## src/rtl/rr_fifo_arbiter_pkg.sv

```systemverilog
// rr_fifo_arbiter_pkg: shared definitions for the round-robin FIFO arbiter.
//   - arb_state_e : arbiter FSM states (idle / burst)
//   - DEF_*       : default values of the N, M, R and BURST parameters
//   - cnt_width   : counter width helper that never returns zero
package rr_fifo_arbiter_pkg;

    localparam int unsigned DEF_N     = 4;   // data width per requester
    localparam int unsigned DEF_M     = 16;  // FIFO depth (usable M-1)
    localparam int unsigned DEF_R     = 4;   // number of requesters
    localparam int unsigned DEF_BURST = 4;   // max writes per grant

    typedef enum logic [0:0] {
        StIdle  = 1'b0,
        StBurst = 1'b1
    } arb_state_e;

    // $clog2 of 1 is 0, which would give a zero-width vector.
    function automatic int unsigned cnt_width(input int unsigned v);
        return (v > 1) ? $clog2(v) : 1;
    endfunction

endpackage

```

## src/rtl/shared_fifo.sv

```systemverilog
// shared_fifo: single-clock circular FIFO with registered read data.
//   i_clk      : clock, rising edge
//   i_reset    : asynchronous active-low reset (pointers and read data cleared)
//   i_wr_en    : push request, ignored when full
//   i_wr_data  : push data
//   i_rd_en    : pop request, ignored when empty
//   o_rd_data  : registered pop data, holds its value when nothing is popped
//   o_full     : M-1 entries stored (one slot kept free to tell full from empty)
//   o_empty    : no entries stored
module shared_fifo
    import rr_fifo_arbiter_pkg::*;
#(
    parameter int unsigned N = DEF_N,
    parameter int unsigned M = DEF_M
) (
    input  logic         i_clk,
    input  logic         i_reset,
    input  logic         i_wr_en,
    input  logic [N-1:0] i_wr_data,
    input  logic         i_rd_en,
    output logic [N-1:0] o_rd_data,
    output logic         o_full,
    output logic         o_empty
);

    localparam int unsigned AW = cnt_width(M);

    logic [N-1:0]  r_mem [M];
    logic [AW-1:0] r_wptr;
    logic [AW-1:0] r_rptr;
    logic [N-1:0]  r_rd_data;
    logic [AW-1:0] w_wptr_inc;
    logic          w_push;
    logic          w_pop;

    // Pointers wrap naturally because M is a power of two.
    assign w_wptr_inc = r_wptr + 1'b1;
    assign o_full     = (w_wptr_inc == r_rptr);
    assign o_empty    = (r_wptr == r_rptr);
    assign w_push     = i_wr_en && !o_full;
    assign w_pop      = i_rd_en && !o_empty;
    assign o_rd_data  = r_rd_data;

    always_ff @(posedge i_clk or negedge i_reset) begin
        if (!i_reset) begin
            r_wptr    <= '0;
            r_rptr    <= '0;
            r_rd_data <= '0;
        end else begin
            if (w_push) begin
                r_wptr <= w_wptr_inc;
            end
            if (w_pop) begin
                r_rd_data <= r_mem[r_rptr];
                r_rptr    <= r_rptr + 1'b1;
            end
        end
    end

    // Storage needs no reset: entries are only visible between the pointers.
    always_ff @(posedge i_clk) begin
        if (w_push) begin
            r_mem[r_wptr] <= i_wr_data;
        end
    end

endmodule

```

## src/rtl/rr_fifo_arbiter.sv

```systemverilog
// rr_fifo_arbiter: round-robin arbiter granting bursts of up to BURST writes from R
// requesters into one shared FIFO.
//   i_clk      : clock, rising edge
//   i_reset    : asynchronous active-low reset
//   i_req      : per-requester write request
//   i_wr_data  : requester i data in bits [i*N +: N]
//   o_grant    : one-hot, slice o_owner is written this cycle
//   o_owner    : current burst owner, valid while o_busy
//   o_busy     : arbiter is in a burst
//   i_read_en  : pop request from the consumer
//   o_data_out : registered FIFO read data
//   o_full     : FIFO full flag
//   o_empty    : FIFO empty flag
module rr_fifo_arbiter
    import rr_fifo_arbiter_pkg::*;
#(
    parameter int unsigned N     = DEF_N,
    parameter int unsigned M     = DEF_M,
    parameter int unsigned R     = DEF_R,
    parameter int unsigned BURST = DEF_BURST
) (
    input  logic                 i_clk,
    input  logic                 i_reset,
    input  logic [R-1:0]         i_req,
    input  logic [R*N-1:0]       i_wr_data,
    output logic [R-1:0]         o_grant,
    output logic [$clog2(R)-1:0] o_owner,
    output logic                 o_busy,
    input  logic                 i_read_en,
    output logic [N-1:0]         o_data_out,
    output logic                 o_full,
    output logic                 o_empty
);

    localparam int unsigned OW = $clog2(R);
    localparam int unsigned BW = cnt_width(BURST);
    localparam logic [BW-1:0] LastBeat = BW'(BURST - 1);

    arb_state_e    r_state;
    arb_state_e    w_state_nxt;
    logic [OW-1:0] r_owner;
    logic [OW-1:0] w_owner_nxt;
    logic [OW-1:0] r_last_owner;
    logic [OW-1:0] w_last_owner_nxt;
    logic [BW-1:0] r_beat_cnt;
    logic [BW-1:0] w_beat_cnt_nxt;
    logic [R-1:0]  w_grant;
    logic [OW-1:0] w_winner;
    logic [OW-1:0] w_idx;
    logic          w_found;
    logic [N-1:0]  w_wr_slice;
    logic          w_full;
    logic          w_empty;

    // Round-robin search starting just after the previous owner. R is a power of
    // two, so the OW-bit sum wraps modulo R; k == R revisits last_owner itself.
    always_comb begin
        w_winner = r_last_owner;
        w_found  = 1'b0;
        w_idx    = r_last_owner;
        for (int unsigned k = 1; k <= R; k++) begin
            w_idx = r_last_owner + OW'(k);
            if (!w_found && i_req[w_idx]) begin
                w_found  = 1'b1;
                w_winner = w_idx;
            end
        end
    end

    always_comb begin
        w_state_nxt      = r_state;
        w_owner_nxt      = r_owner;
        w_last_owner_nxt = r_last_owner;
        w_beat_cnt_nxt   = r_beat_cnt;
        w_grant          = '0;
        unique case (r_state)
            StIdle: begin
                if (w_found) begin
                    w_state_nxt    = StBurst;
                    w_owner_nxt    = w_winner;
                    w_beat_cnt_nxt = '0;
                end
            end
            StBurst: begin
                if (!i_req[r_owner]) begin
                    w_state_nxt      = StIdle;
                    w_last_owner_nxt = r_owner;
                end else if (!w_full) begin
                    w_grant[r_owner] = 1'b1;
                    w_beat_cnt_nxt   = r_beat_cnt + 1'b1;
                    if (r_beat_cnt == LastBeat) begin
                        w_state_nxt      = StIdle;
                        w_last_owner_nxt = r_owner;
                    end
                end
                // Full with request held: stall with everything frozen.
            end
            default: begin
                w_state_nxt = StIdle;
            end
        endcase
    end

    always_ff @(posedge i_clk or negedge i_reset) begin
        if (!i_reset) begin
            r_state      <= StIdle;
            r_owner      <= '0;
            r_last_owner <= OW'(R - 1);  // requester 0 wins first after reset
            r_beat_cnt   <= '0;
        end else begin
            r_state      <= w_state_nxt;
            r_owner      <= w_owner_nxt;
            r_last_owner <= w_last_owner_nxt;
            r_beat_cnt   <= w_beat_cnt_nxt;
        end
    end

    assign w_wr_slice = i_wr_data[r_owner*N +: N];

    shared_fifo #(
        .N (N),
        .M (M)
    ) u_fifo (
        .i_clk     (i_clk),
        .i_reset   (i_reset),
        .i_wr_en   (|w_grant),
        .i_wr_data (w_wr_slice),
        .i_rd_en   (i_read_en),
        .o_rd_data (o_data_out),
        .o_full    (w_full),
        .o_empty   (w_empty)
    );

    assign o_grant = w_grant;
    assign o_owner = r_owner;
    assign o_busy  = (r_state == StBurst);
    assign o_full  = w_full;
    assign o_empty = w_empty;

endmodule

```

## config.mk

```make
export PLATFORM = sky130hd
export DESIGN_NAME = rr_fifo_arbiter
export DESIGN_NICKNAME = d
export VERILOG_FILES = /design/src/rtl/rr_fifo_arbiter_pkg.sv /design/src/rtl/shared_fifo.sv /design/src/rtl/rr_fifo_arbiter.sv
export SDC_FILE = /design/constraint.sdc
export NUM_CORES = 1
export LEC_CHECK = 0
export ABC_AREA = 1
export CAP_MARGIN = 20
export CORE_MARGIN = 2
export CORE_UTILIZATION = 62
export CTS_CLUSTER_DIAMETER = 80
export DETAILED_ROUTE_END_ITERATION = 6
export PLACE_DENSITY_LB_ADDON = 0.15
export RECOVER_POWER = 50
export SETUP_SLACK_MARGIN = 0.15
export SLEW_MARGIN = 10
export SYNTH_ARGS = -nofsm -noshare
export SYNTH_HDL_FRONTEND = slang
export SYNTH_SLANG_ARGS = --single-unit
export TNS_END_PERCENT = 10
```

## constraint.sdc

```tcl
create_clock -name i_clk -period 4.4 [get_ports i_clk]
set_input_delay 0.88 -clock i_clk [delete_from_list [all_inputs] [get_ports i_clk]]
set_output_delay 0.88 -clock i_clk [all_outputs]
set_load 0.05 [all_outputs]
```

==> Yosys cells after proc, flatten, opt, wreduce, memory -nomap -nowiden <==
Memories as Yosys holds them, arrays and structs flattened. A register that Yosys moved wholly into a read port is not among the register bits.
Index checks and enable logic that the tools add are counted.
{ "word_totals": {"in_bits": 23, "ram_bits": 64, "mem_count": 1, "register_bits": 15} }
{ "op_classes": {"n_reduce_logical": 16, "addsub": 6, "bitwise": 1, "n_lt_le_gt_ge": 6, "eq_ne": 8, "n_mux": 37, "n_shift": 1} }
{ "mem_list": {"columns": ["memory", "words", "word_bits", "read_ports", "rd_ports_with_merged_regs", "write_ports", "line", "rtl"], "rows": [
  ["u_fifo.r_mem", 16, 4, 1, 1, 1, "shared_fifo.sv:28", "logic [N-1:0] r_mem [M];"]
]} }
{ "op_table": {"columns": ["cell", "count"], "rows": [
  ["2-bit 2-to-1 mux", 10],
  ["1-bit 2-to-1 mux", 16],
  ["16-bit by 5-bit indexed part select with 4-bit output", 1],
  ["2-bit by 3-bit less-than comparator with 1-bit output (second input constant)", 5],
  ["4-bit 2-to-1 mux", 3],
  ["1-bit binary-select mux with 2-bit select", 5],
  ["4-bit by 1-bit adder with 4-bit output (second input constant)", 2],
  ["4-bit == test", 2],
  ["1-bit logical AND", 6],
  ["1-bit zero test", 6],
  ["2-bit inequality test (second input constant)", 3],
  ["3-bit AND reduction", 2],
  ["2-bit by 1-bit adder with 2-bit output (second input constant)", 2],
  ["2-bit adder (second input constant)", 2],
  ["2-bit by 1-bit inequality test with 1-bit output (second input constant)", 2],
  ["2-bit case mux with 2 select lines", 1],
  ["4-bit OR reduction", 1],
  ["1-bit demux with 2-bit select", 1],
  ["2-bit == test (second input constant)", 1],
  ["2-bit by 1-bit greater-or-equal comparator with 1-bit output (second input constant)", 1],
  ["1-bit case mux with 2 select lines", 1],
  ["2-bit AND reduction", 1],
  ["1-bit inverter", 1]
]} }

==> Longest topological paths before layout <==
{ "logic_depth": {"depth_word": 15, "ltp_mapped": 12} }

==> Modules after synthesis <==
From an unflattened synthesis, not the netlist that was laid out.
{ "unflattened": {"hier_cells": 506, "area_unflattened_um2": 4355.4} }
{ "modules_own_cells": {"columns": ["module", "cells_per_inst", "n_inst", "area_per_inst_um2"], "rows": [
  ["shared_fifo", 385, 1, 3614.7],
  ["rr_fifo_arbiter", 121, 1, 740.7]
]} }

==> Least setup slack after synthesis <==
OpenSTA, ideal clock, no wires.
{ "synth_timing": {"kind": "register to output", "from": "reg u_fifo.r_wptr[1]", "to": "out o_grant[2]", "required_time_ns": 3.520, "t_arrival_ns": 2.098, "slack_ns": 1.422, "stages_incl_launch_ff": 11, "path_cell_list": "dfrtp_1 > inv_1 > ha_1 > inv_1 > nand2_1 > nand2_1 > nand2_1 > nor2_2 > nand3_2 > inv_1 > nor2_1"} }
{ "synth_between": {"elab_chain_len": 5} }
{ "synth_rtl": {"columns": ["item", "line", "rtl"], "rows": [
  ["start, declared", "shared_fifo.sv:29", "logic [AW-1:0] r_wptr;"],
  ["start signal, assigned", "shared_fifo.sv:51", "r_wptr <= w_wptr_inc;"],
  ["4-bit by 1-bit adder with 4-bit output", "shared_fifo.sv:37", "assign w_wptr_inc = r_wptr + 1'b1;"],
  ["via u_fifo.w_wptr_inc[1]", "shared_fifo.sv:32", "logic [AW-1:0] w_wptr_inc;"],
  ["4-bit == test", "shared_fifo.sv:38", "assign o_full = (w_wptr_inc == r_rptr);"],
  ["via o_full", "rr_fifo_arbiter.sv:31", "output logic o_full,"],
  ["4-bit 2-to-1 mux", "rr_fifo_arbiter.sv:88", "end else if (!w_full) begin"],
  ["4-bit 2-to-1 mux", "rr_fifo_arbiter.sv:85", "if (!i_req[r_owner]) begin"],
  ["4-bit 2-to-1 mux", "rr_fifo_arbiter.sv:76", "unique case (r_state)"],
  ["end, declared", "rr_fifo_arbiter.sv:26", "output logic [R-1:0] o_grant,"]
]} }
The timed path passes the listed nets, and every way through them passes these cells.

==> Final worst setup path <==
{ "layout_timing": {"from": "in i_req[2]", "to": "out o_grant[1]"} }
{ "layout_between": {"elab_chain_len": 4} }
{ "layout_rtl": {"columns": ["item", "line", "rtl"], "rows": [
  ["start, declared", "rr_fifo_arbiter.sv:24", "input logic [R-1:0] i_req,"],
  ["1-bit binary-select mux with 2-bit select", "rr_fifo_arbiter.sv:85", null],
  ["1-bit 2-to-1 mux (implied by the code)", "rr_fifo_arbiter.sv:85", null],
  ["4-bit 2-to-1 mux", "rr_fifo_arbiter.sv:85", null],
  ["4-bit 2-to-1 mux", "rr_fifo_arbiter.sv:76", null]
]} }
No other way between the ends. The select of a mux whose other input is x is not followed.

==> flow_metrics.env <==
export IMPL_antenna_cells=0
export IMPL_finalSetupViolCount=0
export IMPL_number_of_antenna_violations_at_the_first_check_in_global_routing=0
export IMPL_global_route_overflow_total=0
export IMPL_avgSynthCellArea_um2=9.35
export IMPL_cpMaxStageDelayCell="clkdlybuf4s50_1"
export IMPL_post_synth_top_area_fraction=0.473
export IMPL_r2r_end="u_fifo.r_mem[0][0]"
export IMPL_track_usage=0.251
export IMPL_clock_skew_final_ns=0.0103
export IMPL_hold_slack_ns=0.495
export IMPL_max_cap_check_violation_count=0
export IMPL_design_portCount=36
export IMPL_fmaxAchievable_ghz=0.252
export IMPL_delay_contributed_by_the_slowest_stage_of_the_critical_path_ns=0.82
export IMPL_syn_num_nets=463
export IMPL_synth_warning_count=0
export IMPL_detail_route_vias_per_cell=5.76
export IMPL_num_vias=3141
export IMPL_ant_nets=0
export IMPL_final_common_cell="nand2_1"
export IMPL_power_per_cell_area_mw_per_mm2=758
export IMPL_timing_max_transition_violations_final=0
export IMPL_register_to_register_path_depth=8
export IMPL_power_sequential_fraction=0.376
export IMPL_top_cells_by_area_in_the_synthesized_netlist="edfxtp_1 (47%), dfrtp_1 (10%), nand2_1 (8.5%), nor2_1 (6.3%), nand3_1 (6.2%)"
export IMPL_muxShareOfSynthArea=0
export IMPL_global_placer_s_final_weighted_congestion=0.881
export IMPL_synthDominantAreaCellType="edfxtp_1"
export IMPL_critical_path_reg2reg_startpoint="u_fifo.r_rptr[2]"
export IMPL_yosys_area_share_xor_xnor=0.0108
export IMPL_cp_endpoint="o_grant[1]"
export IMPL_synth_top_family_by_area="simple AND/OR/NAND/NOR gates"
export IMPL_ctsRootBufferMaster="clkbuf_8"
export IMPL_power_share_clock=0.154
export IMPL_fin_crit_sh=0.903
export IMPL_firstDrtPassIters=5
export IMPL_crit_chain="dlygate4sd3_1 > inv_1 > nand3_1 > nand2_1 > nor2_1 > nand2_2 > clkinv_4 > nand2_1 > nor2_1 > clkdlybuf4s50_1"
export IMPL_slew_headroom=0.419
export IMPL_origin_of_the_worst_setup_path="i_req[2]"
export IMPL_floorplan_initialDensity=0.639
export IMPL_synth_yosys_seq_area_share=0.591
export IMPL_finalPower_mw=3.48
export IMPL_fin_ws_ns=0.426
export IMPL_postSynthRegisterBits=83
export IMPL_synth_simple_gate_area_share=0.253
export IMPL_drc=0
export IMPL_tritoncts_buffers=9
export IMPL_synth_compound_gate_area_share=0.0684
export IMPL_clock_tree_htree_level_count=3
export IMPL_min_delay_path_class="reg -> reg"
export IMPL_cts_tree="yes"
export IMPL_critical_path_startpoint_type="input pin"
export IMPL_power_net_switching_mw=1.64
export IMPL_number_of_global_route_vias_before_repair=2926
export IMPL_post_synth_inst_count=434
export IMPL_totalWireLength_mm=8.64
export IMPL_final_net_count=492
export IMPL_path_class="in -> out"
export IMPL_timing_critical_path_required_ns=3.52
export IMPL_port_buffers=35
export IMPL_synth_adder_area_share=0.0185
export IMPL_synth_area_mm2=0.00406
export IMPL_p_int_mw=1.84
export IMPL_core_mm2=0.00635
export IMPL_wire_length_of_the_first_global_routing_pass_mm=14.0
export IMPL_p_leak_nw=1.84
export IMPL_core_rowCount=29
export IMPL_mostFrequentLayoutCells="nand2_1 (94), nor2_1 (70), edfxtp_1 (64)"
export IMPL_finish_utilization=0.722
export IMPL_layout_drive_gt1_share=0.0684
export IMPL_worst_pin_slew_ns=0.868
export IMPL_worst_setup_hold_path_clk_slew_ns=0.09
export IMPL_synth_distinct_cells=31
export IMPL_floorplan_die_height_um=84.9
export IMPL_swShare=0.471
export IMPL_dp_hpwl_mm=5.99
export IMPL_outcome="complete, no violations"
export IMPL_crit_path_max_fanout=8
export IMPL_die_w_um=84.9
export IMPL_ff2ff_setup_slack_ns=1.34
export IMPL_worst_skew_pair_late_latency_ns=0.35
export IMPL_hp_start="u_fifo.o_rd_data[2]"
export IMPL_floorplan_die_area_mm2=0.00721
export IMPL_wl_per_cell_um=15.9
export IMPL_hold_buffers=0
export IMPL_totalNegativeSetupSlack_ns=0
export IMPL_worst_setup_path_end_kind="output pin"
export IMPL_count_of_routing_violations_after_the_opening_detailed_route_iteration=312
export IMPL_final_min_clock_period_ns=3.97
export IMPL_cts_resized_gates=0
export IMPL_cp_data_arrival_time_ns=3.09
export IMPL_clock_sinks=83
export IMPL_synthToLayoutAreaGrowth_pct=13.0
export IMPL_grt_setup_unrepaired="no"
export IMPL_clockBufferDepth=2
export IMPL_post_cts_setup_buffers=0
export IMPL_worst_ir_drop_vdd_mv=0.755
export IMPL_finalHoldViolations=0
export IMPL_power_share_combinational=0.471
export IMPL_grt_start_max_net_pins=36
export IMPL_dpl_worst_slack_ns=0.583
-- per-stage QoR --
step / cells / instance area [um^2]
2_1_floorplan: 434 / 4060
3_3_place_gp: 529 / 4410
3_5_place_dp: 529 / 4410
4_1_cts: 545 / 4610
5_1_grt: 545 / 4590
6_report: 545 / 4590
-- power by group through the flow --
stage	logic [mW]	registers [mW]	clock network [mW]
2_1_floorplan	1.21	1.32	0
3_3_place_gp	1.62	1.31	0
3_5_place_dp	1.66	1.32	0
4_1_cts	1.67	1.30	0.542
5_1_grt	1.81	1.33	0.578
6_report	1.64	1.31	0.534
-- sequential cells by signal, summed over array words and instances (netlist names) --
name              count
u_fifo.r_mem         64
u_fifo.o_rd_data      4
u_fifo.r_rptr         4
u_fifo.r_wptr         4
o_owner               2
r_beat_cnt            2
r_last_owner          2
o_busy                1
-- cells in the mapped netlist (all sizes together) --
| library cell | instances |
|---|---|
| or2 | 1 |
| a22oi | 4 |
| o21ai | 40 |
| a21oi | 2 |
| nand2 | 95 |
| nand3 | 52 |
| nor3 | 14 |
| dfrtp | 17 |
| buf | 12 |
| nand4 | 5 |
| clkinv | 2 |
| clkbuf | 7 |
| xor2 | 4 |
| edfxtp | 64 |
| o211ai | 4 |
| dfstp | 2 |
| ha | 6 |
| xnor2 | 1 |
| inv | 29 |
| o21a | 1 |
| nor2 | 72 |
-- worst min-delay path by stage --
stage | end | slack [ns] | depth (start not counted)
finish | u_fifo.o_rd_data[2] | 0.49 | 2
global route | u_fifo.o_rd_data[0] | 0.52 | 2
CTS | u_fifo.o_rd_data[2] | 0.50 | 2
detailed placement | u_fifo.o_rd_data[2] | 0.47 | 2
global placement | u_fifo.o_rd_data[3] | 0.47 | 2
floorplan | r_beat_cnt[1] | 0.47 | 2
-- layout make-up --
| class | instances | area [um^2] |
|---|---|---|
| Sequential cell | 83 | 2400 |
| Fill cell | 496 | 1760 |
| Multi-Input combinational cell | 301 | 1400 |
| Timing Repair Buffer | 37 | 365 |
| Inverter | 31 | 125 |
| Clock buffer | 9 | 124 |
| Tap cell | 77 | 96.3 |
| Clock inverter | 7 | 76.3 |
-- cells by family (layout without fill, tap and decap cells) --
logic type                 after synthesis  in the layout
AOI/OAI and AO/OA                       51             51
adders and majority gates                6              6
DFF                                     83             83
and+or+nand+nor                        239            239
xor gates and xnor gates                 5              5
buffers and inverters                   50             84
-- worst max-delay path: cells and delay by family --
family,cells,cell delay [ns]
and+or+nand+nor,6,0.67
buffers and inverters,4,1.53
-- layer usage --
layer  part of all wire  GRT usage
met5                  0          0
met4              0.016     0.0895
met3              0.057     0.0399
met2               0.49      0.407
met1               0.44      0.350
(Power assumes the default switching activity.)
